**src/rtl/retire_trace_unit.sv**
```systemverilog
// retire_trace_unit
//   Captures one commit event per cycle at the MEM/WB boundary and classifies
//   it (NOP/branch, REG, LOAD, STORE, HALT). Each event is tagged with a
//   running instruction number and queued in a small FIFO. The FIFO drains to
//   an off-core trace sink through a valid/ready stream.
//
// Parameters
//   DEPTH   FIFO entries (power of two, >= 2)
//   INUM_W  instruction-number width
//
// Build option
//   TRACE_FILTER_NOP_EN  when defined, NOP-kind events are never queued and
//                        never counted as drops. The instruction number still
//                        advances, so the trace shows the gaps.
//
// Ports
//   clk, rst_n         clock (rising edge) and async active-low reset
//   retire             one instruction commits this cycle
//   pc                 PC of the committing instruction
//   reg_wr/wr_reg/wr_data        register-file write of the commit
//   mem_rd/mem_wr/mem_addr/mem_data  memory access of the commit
//   hlt                committing instruction is HLT
//   tr_valid/tr_ready  trace stream handshake
//   tr_kind/tr_inum/tr_pc/tr_reg/tr_data/tr_addr  head packet fields
//   full               FIFO holds DEPTH entries
//   drop_cnt           events lost to a full FIFO, saturating at 255
//   done               HALT packet has left the FIFO
module retire_trace_unit #(
   parameter int DEPTH  = 8,
   parameter int INUM_W = 16
) (
   input  logic              clk,
   input  logic              rst_n,
   input  logic              retire,
   input  logic [15:0]       pc,
   input  logic              reg_wr,
   input  logic [3:0]        wr_reg,
   input  logic [15:0]       wr_data,
   input  logic              mem_rd,
   input  logic              mem_wr,
   input  logic [15:0]       mem_addr,
   input  logic [15:0]       mem_data,
   input  logic              hlt,
   output logic              tr_valid,
   input  logic              tr_ready,
   output logic [2:0]        tr_kind,
   output logic [INUM_W-1:0] tr_inum,
   output logic [15:0]       tr_pc,
   output logic [3:0]        tr_reg,
   output logic [15:0]       tr_data,
   output logic [15:0]       tr_addr,
   output logic              full,
   output logic [7:0]        drop_cnt,
   output logic              done
);

   localparam int AW = $clog2(DEPTH);

   localparam logic [2:0] KIND_NOP   = 3'd0;
   localparam logic [2:0] KIND_REG   = 3'd1;
   localparam logic [2:0] KIND_LOAD  = 3'd2;
   localparam logic [2:0] KIND_STORE = 3'd3;
   localparam logic [2:0] KIND_HALT  = 3'd4;

   localparam logic [AW:0]       COUNT_FULL = (AW+1)'(DEPTH);
   localparam logic [AW:0]       COUNT_ZERO = (AW+1)'(0);
   localparam logic [AW-1:0]     PTR_ONE    = AW'(1);
   localparam logic [INUM_W-1:0] INUM_ONE   = INUM_W'(1);

   typedef struct packed {
      logic [2:0]        kind;
      logic [INUM_W-1:0] inum;
      logic [15:0]       pc;
      logic [3:0]        rg;
      logic [15:0]       data;
      logic [15:0]       addr;
   } pkt_t;

   typedef enum logic [1:0] {
      ST_RUN    = 2'd0,
      ST_HALTED = 2'd1,
      ST_DONE   = 2'd2
   } state_t;

   state_t            state_q, state_d;
   pkt_t              mem_q [DEPTH];
   pkt_t              mem_d [DEPTH];
   logic [AW-1:0]     wr_ptr_q, wr_ptr_d;
   logic [AW-1:0]     rd_ptr_q, rd_ptr_d;
   logic [AW:0]       count_q, count_d;
   logic [INUM_W-1:0] inum_q, inum_d;
   logic [7:0]        drop_q, drop_d;

   pkt_t pkt_s;
   pkt_t head_s;
   logic filt_s;
   logic in_run_s;
   logic fifo_full_s;
   logic pop_s;
   logic push_s;
   logic drop_s;

   // Classify the incoming commit; unused fields stay zero.
   always_comb begin
      pkt_s      = '0;
      pkt_s.inum = inum_q;
      pkt_s.pc   = pc;
      if (reg_wr && mem_rd) begin
         pkt_s.kind = KIND_LOAD;
         pkt_s.rg   = wr_reg;
         pkt_s.data = wr_data;
         pkt_s.addr = mem_addr;
      end else if (reg_wr) begin
         pkt_s.kind = KIND_REG;
         pkt_s.rg   = wr_reg;
         pkt_s.data = wr_data;
      end else if (hlt) begin
         pkt_s.kind = KIND_HALT;
      end else if (mem_wr) begin
         pkt_s.kind = KIND_STORE;
         pkt_s.data = mem_data;
         pkt_s.addr = mem_addr;
      end else begin
         pkt_s.kind = KIND_NOP;
      end
   end

`ifdef TRACE_FILTER_NOP_EN
   assign filt_s = (pkt_s.kind == KIND_NOP);
`else
   assign filt_s = 1'b0;
`endif

   assign head_s      = mem_q[rd_ptr_q];
   assign in_run_s    = (state_q == ST_RUN);
   assign fifo_full_s = (count_q == COUNT_FULL);
   assign pop_s       = (count_q != COUNT_ZERO) && tr_ready;
   // A pop in the same cycle frees the slot, so a full FIFO can still accept.
   assign push_s      = retire && in_run_s && !filt_s && (!fifo_full_s || pop_s);
   assign drop_s      = retire && in_run_s && !filt_s && fifo_full_s && !pop_s;

   // Pointer, occupancy, instruction-number and drop-counter next state.
   always_comb begin
      wr_ptr_d = wr_ptr_q;
      rd_ptr_d = rd_ptr_q;
      inum_d   = inum_q;
      drop_d   = drop_q;
      count_d  = count_q + {{AW{1'b0}}, push_s} - {{AW{1'b0}}, pop_s};
      if (push_s) begin
         wr_ptr_d = wr_ptr_q + PTR_ONE;
      end else begin
         wr_ptr_d = wr_ptr_q;
      end
      if (pop_s) begin
         rd_ptr_d = rd_ptr_q + PTR_ONE;
      end else begin
         rd_ptr_d = rd_ptr_q;
      end
      // Filtered and dropped commits still advance the number so gaps show.
      if (retire && in_run_s) begin
         inum_d = inum_q + INUM_ONE;
      end else begin
         inum_d = inum_q;
      end
      if (drop_s && (drop_q != 8'hFF)) begin
         drop_d = drop_q + 8'd1;
      end else begin
         drop_d = drop_q;
      end
   end

   // Storage next state: only the write-pointer slot changes on a push.
   always_comb begin
      for (int i = 0; i < DEPTH; i++) begin
         mem_d[i] = mem_q[i];
      end
      if (push_s) begin
         mem_d[wr_ptr_q] = pkt_s;
      end else begin
         mem_d[wr_ptr_q] = mem_q[wr_ptr_q];
      end
   end

   // Run/halted/done sequencing.
   always_comb begin
      state_d = state_q;
      case (state_q)
         ST_RUN: begin
            if (push_s && (pkt_s.kind == KIND_HALT)) begin
               state_d = ST_HALTED;
            end else begin
               state_d = ST_RUN;
            end
         end
         ST_HALTED: begin
            // The HALT packet is the last one queued, so it is popped last.
            if (pop_s && (head_s.kind == KIND_HALT)) begin
               state_d = ST_DONE;
            end else begin
               state_d = ST_HALTED;
            end
         end
         ST_DONE: begin
            state_d = ST_DONE;
         end
         default: begin
            state_d = ST_RUN;
         end
      endcase
   end

   // State registers; reset also discards every buffered packet.
   always_ff @(posedge clk or negedge rst_n) begin
      if (!rst_n) begin
         state_q  <= ST_RUN;
         wr_ptr_q <= {AW{1'b0}};
         rd_ptr_q <= {AW{1'b0}};
         count_q  <= COUNT_ZERO;
         inum_q   <= {INUM_W{1'b0}};
         drop_q   <= 8'd0;
         for (int i = 0; i < DEPTH; i++) begin
            mem_q[i] <= '0;
         end
      end else begin
         state_q  <= state_d;
         wr_ptr_q <= wr_ptr_d;
         rd_ptr_q <= rd_ptr_d;
         count_q  <= count_d;
         inum_q   <= inum_d;
         drop_q   <= drop_d;
         for (int i = 0; i < DEPTH; i++) begin
            mem_q[i] <= mem_d[i];
         end
      end
   end

   // All outputs come straight from registered state.
   assign tr_valid = (count_q != COUNT_ZERO);
   assign tr_kind  = head_s.kind;
   assign tr_inum  = head_s.inum;
   assign tr_pc    = head_s.pc;
   assign tr_reg   = head_s.rg;
   assign tr_data  = head_s.data;
   assign tr_addr  = head_s.addr;
   assign full     = fifo_full_s;
   assign drop_cnt = drop_q;
   assign done     = (state_q == ST_DONE);

endmodule

```
**config.mk**
```make
export PLATFORM = sky130hd
export DESIGN_NAME = retire_trace_unit
export DESIGN_NICKNAME = d
export VERILOG_FILES = /design/src/rtl/retire_trace_unit.sv
export SDC_FILE = /design/constraint.sdc
export NUM_CORES = 1
export LEC_CHECK = 0
export BUFFER_PORTS_ARGS = -buffer_cell sky130_fd_sc_hd__buf_4
export CAP_MARGIN = 20
export CORE_MARGIN = 3
export CORE_UTILIZATION = 40
export DETAILED_ROUTE_END_ITERATION = 10
export PLACE_DENSITY_LB_ADDON = 0.3
export SLEW_MARGIN = 20
export SYNTH_ARGS = -nofsm -noshare
export SYNTH_HDL_FRONTEND = slang
export SYNTH_SLANG_ARGS = --single-unit
```
**constraint.sdc**
```tcl
create_clock -name clk -period 4.15 [get_ports clk]
set_input_delay 0.415 -clock clk [delete_from_list [all_inputs] [get_ports clk]]
set_output_delay 0.415 -clock clk [all_outputs]
set_load 0.02 [all_outputs]
```
Yosys cells after proc, flatten, opt, wreduce, memory -nomap -nowiden --
Cells that the tools add are included.
Storage, ports and cells: register bits after elaboration 604, input bits 76, output and inout port bits 82, logic and storage cells 110
Cells by class: add/sub/neg operators 6, magnitude comparators 3, equality and inequality tests 6, multiplexer cells 24, bitwise operators 2, reduce and logical (&&, ||, !) cells 15
Operators by type and width (number):
- bitwise mux 568 bit | 2
- 2-to-1 mux 568 bit | 1
- binary-select mux 71 bit (select 3 bit) | 2
- 2-to-1 mux 71 bit | 5
- demux 71 bit (select 3 bit) | 1
- 2-to-1 mux 32 bit | 2
- 2-to-1 mux 36 bit | 1
- 2-to-1 mux 16 bit | 2
- adder 16 x 1 -> 16 bit, second input constant | 1
- logical AND 1 bit | 10
- 2-to-1 mux 3 bit | 3
- adder 8 x 1 -> 8 bit, second input constant | 1
- greater-or-equal comparator 4 bit, second input constant | 2
- inequality test 8 bit, second input constant | 1
- NOT 3 -> 4 bit | 2
- adder 3 x 1 -> 3 bit, second input constant | 2
- == test 3 bit, second input constant | 2
- one-hot mux 2 bit (3 select lines) | 1
- adder 4 x 1 -> 4 bit | 1
- == test 4 bit, second input constant | 1
- < comparator 4 x 1 -> 1 bit, second input constant | 1
- 2-to-1 mux 2 bit | 2
- 2-to-1 mux 4 bit | 1
- nonzero test 4 bit | 1
- 7 further kinds | 8

Depth between registers and ports, before layout --
depth after elaboration 8, mapped depth 11, depth with buffers taken out 10

Worst setup path after synthesis --
No wires, ideal clock.
path type reg2reg, from register count_q[2], to register count_q[1], library setup time 64 ps, arrival 2421 ps, data required time 4086 ps, slack 1665 ps, stages on the path, launching flop included 12, path buffers 2, period minus slack after synthesis 2485 ps, cells stage by stage dfrtp_1 inv_1 ha_1 or3b_1 o21ai_4 buf_2 buf_2 o21ai_0 ha_1 inv_1 fa_1 inv_1
Between the ends: word-level cells in the longest chain between the ends 6, elaborated cells on any way between the ends 8, those cells by class add/sub (2); eq/ne (1); reduce/logical (5)
Ends and longest elaborated chain:
- start: declaration | RTL line 90 | logic [AW:0] count_q, count_d;
- start signal: assignment | RTL line 228 | count_q <= count_d;
- == test 4 bit / nonzero test 4 bit (equally long branches) | RTL line 136, 137
- zero test 1 bit / logical AND 1 bit (equally long branches) | RTL line 139, 137
- logical OR 1 bit | RTL line 139 | assign push_s = retire && in_run_s && !filt_s && (!fifo_full_s || pop_s);
- logical AND 1 bit | RTL line 139
- adder 4 x 1 -> 4 bit | RTL line 148 | count_d = count_q + {{AW{1'b0}}, push_s} - {{AW{1'b0}}, pop_s};
- subtractor 4 x 1 -> 4 bit * | RTL line 148
- net count_d[1] | RTL line 90
The timed path passes the listed nets; every way through them passes the cells marked *. A chain may end at the register's enable or synchronous reset.

Worst setup path in the final report --
from register rd_ptr_q[1], to output port tr_pc[12]
Between the ends: word-level cells in the longest chain between the ends 4
Ends and longest elaborated chain:
- start: declaration | RTL line 89 | logic [AW-1:0] rd_ptr_q, rd_ptr_d;
- start signal: assignment | RTL line 217 | rd_ptr_q <= {AW{1'b0}};
- start signal: assignment | RTL line 227 | rd_ptr_q <= rd_ptr_d;
- NOT 3 -> 4 bit (implied by the code) | RTL line 134 | assign head_s = mem_q[rd_ptr_q];
- binary-select mux 71 bit (select 3 bit) | RTL line 134
- 2-to-1 mux 71 bit (implied by the code) (2 in a row) | RTL line 134
- end: declaration | RTL line 48 | output logic [15:0] tr_pc,
No other way between the ends. The select of a mux whose other input is x is not followed.

==> insert_results.sql <==
INSERT INTO impl_metrics (metric_group, metric, value, unit) VALUES
('die', 'die-width', '288', 'um'),
('logic_synthesis', 'synth-edff-count', '0', ''),
('status', 'status', 'finished clean', ''),
('cts', 'clock_tree.root_cell', 'clkbuf_16', ''),
('logic_synthesis', 'synth.yosys.warnings', '0', ''),
('critical_path', 'timing.rr.start', 'wr_ptr_q[0]', ''),
('power', 'p_sw', '16.4', 'mW'),
('timing', 'rsz0062_at_grt', 'false', ''),
('die', 'site_row_count', '102', ''),
('drt', 'drt_drc_violations_left', '0', ''),
('global_route', 'grt_pass1_vias', '25500', ''),
('logic_synthesis', 'synth.avg_cell_area', '10.8', 'um2'),
('cts', 'h-tree-depth', '3', ''),
('power', 'seqPwrFrac', '30.9', '%'),
('logic_synthesis', 'synth-seq-cells', '604', ''),
('drt', 'wl_met2', '48.6', 'mm'),
('timing', 'fin_skew', '25.4', 'ps'),
('drt', 'routed.top_layer', 'met5', ''),
('cells_and_area', 'sequential_cell_area', '15100', 'um2'),
('logic_synthesis', 'synth_top_flop_cell', 'dfrtp_1', ''),
('die', 'core-area', '78000', 'um2'),
('logic_synthesis', 'synthCells', '2931', ''),
('power', 'static-leakage-power', '15.4', 'nW'),
('timing', 'max-slew-margin-rel', '33.8', '%'),
('worst_hold_path', 'hold_class', 'in2reg', ''),
('placement', 'gpl.final_weighted_congestion', '0.845', ''),
('drt', 'vias_per_cell', '6.11', ''),
('drt', 'wl_per_cell', '25.0', 'um'),
('critical_path', 'critical_path.max_fanout', '49', ''),
('die', 'floorplan.die.height', '288', 'um'),
('power', 'pwr_density_cell', '1020', 'nW/um2'),
('global_route', 'grt-ovfl-total', '0', ''),
('drt', 'met3_wirelength', '7.93', 'mm'),
('cells_and_area', 'num-nets-final', '3075', ''),
('drt', 'initialDrtViolationCount', '2572', ''),
('timing', 'total_count_of_max_transition_violations_in_the_final_report', '0', ''),
('power', 'peakVddDrop', '0.494', 'mV'),
('die', 'num_io_pins', '158', ''),
('global_route', 'grt_start_max_net_pins', '101', ''),
('cts', 'tritoncts_num_sinks', '604', ''),
('cts', 'insertion_delay', '620', 'ps'),
('critical_path', 'cp_data_required_time', '3730', 'ps'),
('die', 'floorplan.die_area', '82800', 'um2'),
('cells_and_area', 'final_layout_size_suffix_gt1_share', '23.3', '%'),
('drt', 'first_pass_iters', '6', ''),
('drt', 'route.layer.met1.wl', '41.5', 'mm'),
('logic_synthesis', 'fraction_of_registers_with_async_set_reset', '100', '%'),
('timing', 'worst_pin_slew', '990', 'ps'),
('cells_and_area', 'nFillCells', '6939', ''),
('drt', 'via_count', '24900', ''),
('critical_path', 'timing.critical_path.arrival', '3040', 'ps'),
('logic_synthesis', 'post_synth_num_cell_types', '73', ''),
('critical_path', 'cells_traversed_along_the_worst_timing_path', 'buf_4 > mux4_2 > mux2_2 > buf_4', ''),
('power', 'internal_power', '20.5', 'mW'),
('timing', 'timing.fmax', '0.290', 'GHz'),
('power', 'power.switching_fraction', '44.4', '%'),
('timing', 'finalHoldViolCount', '0', ''),
('cts', 'clock_tree_from_tritoncts', 'built', ''),
('critical_path', 'worst_path_most_repeated_cell', 'buf_4', ''),
('cells_and_area', 'multi_input_comb_area', '15400', 'um2'),
('timing', 'setup-violations-final', '0', ''),
('global_route', 'number_of_antenna_violations_at_the_first_check_in_global_routing', '2', ''),
('timing', 'fin_worst_hold_slack', '81.2', 'ps'),
('logic_synthesis', 'ys_seq_area_share', '47.6', '%'),
('global_route', 'grt_use_total', '24.8', '%'),
('placement', 'dp_hpwl', '64.5', 'mm'),
('cells_and_area', 'area_delta_synth_final', '14.0', '%'),
('timing', 'final.period_utilization', '83.2', '%'),
('critical_path', 'crit_slowest_cell', 'dfrtp_4', ''),
('run', 'timing.max_cap.violations', '0', ''),
('cts', 'cts.clk_slew.worst_paths', '60', 'ps');
-- what timing repair did --
| action | in CTS | in global routing |
|---|---|---|
| gates resized for setup | 0 | 0 |
| hold endpoints to repair | 91 | 0 |
| hold buffers | 1 | 0 |
| setup buffers | 0 | 0 |
-- stage by stage --
stage / power, mW / utilization (%) / cell area (um2) / setup WS [ps] / std cells
after floorplan: 24.1 / - / 31700 / 1660 / 2931
after global placement: 30.2 / 43.6 / 34000 / 1030 / 3958
after detailed placement: 30.9 / 43.6 / 34000 / 1030 / 3958
after CTS: 36.9 / 46.4 / 36200 / 635 / 4077
after global routing: 39.2 / 46.4 / 36200 / 558 / 4077
final: 36.8 / 46.4 / 36200 / 696 / 4077
-- metal layers --
layer | vias up | track usage, %
met4 | 4 | 9.49
li1 | 10900 | -
met5 | - | 0
met3 | 228 | 4.56
met1 | 12600 | 33.0
met2 | 1129 | 40.5
-- worst max-delay path: cells and delay by family (launching register included) --
kind                   cells  cell delay, ps
DFF                        1            1030
muxes                      2             720
buffers and inverters      2             620
-- power by group through the flow --
stage               logic, mW  clock network [mW]  registers, mW
floorplan                14.0                   0           10.1
global placement         19.0                   0           11.2
detailed placement       19.5                   0           11.4
CTS                      19.6                6.03           11.3
global route             21.2                6.26           11.7
finish                   19.6                5.92           11.4
-- path summary, 6_finish.rpt --
kind | endpoint | slack [ps] | cells after the start
min in group asynchronous | mem_q[270] | 450 | 2
min | mem_q[72] | 80 | 3
min reg2reg | mem_q[106] | 500 | 2
max in group asynchronous | wr_ptr_q[1] | 2520 | 3
max reg2reg | mem_q[127] | 1030 | 6
max | tr_pc[12] | 700 | 4
-- registers in the layout, indices dropped and copies added, names as in the netlist --
signal / count
count_q: 4
drop_cnt: 8
inum_q: 16
mem_q: 568
rd_ptr_q: 3
state_q: 2
wr_ptr_q: 3
-- cells by family after synthesis --
logic type / synth area share, %
compound gates: 17.3
simple gates: 9.95
xor+xnor: 0.773
buf+inv: 4.01
fa+ha+maj: 0.418
mux: 19.9
flops: 47.6
-- cell usage in the layout (no fill, tap or decap), types with 10 or more instances in the layout --
cell / synthesis / final
nand2_1: 495 / 487
clkbuf_8: 0 / 12
a22o_1: 16 / 16
mux4_2: 187 / 187
and2_1: 10 / 10
clkbuf_16: 0 / 68
mux2_2: 100 / 100
nor3_1: 20 / 20
buf_12: 0 / 24
clkinv_2: 0 / 11
xnor2_1: 24 / 24
nor2b_1: 11 / 10
o21ai_0: 466 / 466
a211o_1: 11 / 11
a221o_1: 27 / 27
o21ai_1: 27 / 27
o221ai_1: 15 / 15
mux2i_1: 83 / 83
clkbuf_1: 132 / 18
buf_4: 26 / 216
a22oi_1: 70 / 70
a221oi_1: 39 / 39
a21oi_1: 121 / 121
o22ai_1: 23 / 23
nor2_1: 125 / 125
nand2b_1: 12 / 12
nand3_1: 26 / 26
dfrtp_1: 604 / 598
-- synthesized netlist by cell type, drive strengths merged, types with 3 or more instances --
cell type	number	share of area, %
a22o	16	0.44
and2	10	0.20
a222oi	3	0.095
xnor2	24	0.66
dfrtp	604	48
nor3b	6	0.21
a22oi	71	1.7
ha	9	0.35
a21o	6	0.14
a211o	11	0.30
mux4	187	13
a31oi	4	0.079
nand3b	9	0.21
mux2i	91	3.1
o22ai	29	0.69
mux2	100	3.5
inv	10	0.12
o2bb2ai	7	0.19
a221o	27	0.85
nand4	7	0.14
a21boi	9	0.31
xor2	4	0.11
a21oi	129	2.1
or2	5	0.099
nand3	26	0.41
buf	122	2.3
a211oi	3	0.071
o21ai	503	8.1
clkbuf	132	1.6
o221ai	16	0.46
a221oi	39	1.1
nand2b	12	0.24
and3b	4	0.11
nor3	20	0.32
o211ai	9	0.21
nand2	495	5.9
nor2	127	1.5
nor2b	12	0.24
and3	8	0.16
or3b	4	0.11
o22a	5	0.14
-- final cells by class --
class | instances | share of cell area, %
clock buffer | 98 | 5.35
inverter | 11 | 0.114
clock inverter | 20 | 0.567
tap | 1040 | 3.60
multi-input combinational | 2062 | 42.7
timing repair buffer | 242 | 5.88
sequential | 604 | 41.8
Note: power is estimated with default switching activity, not from simulation.
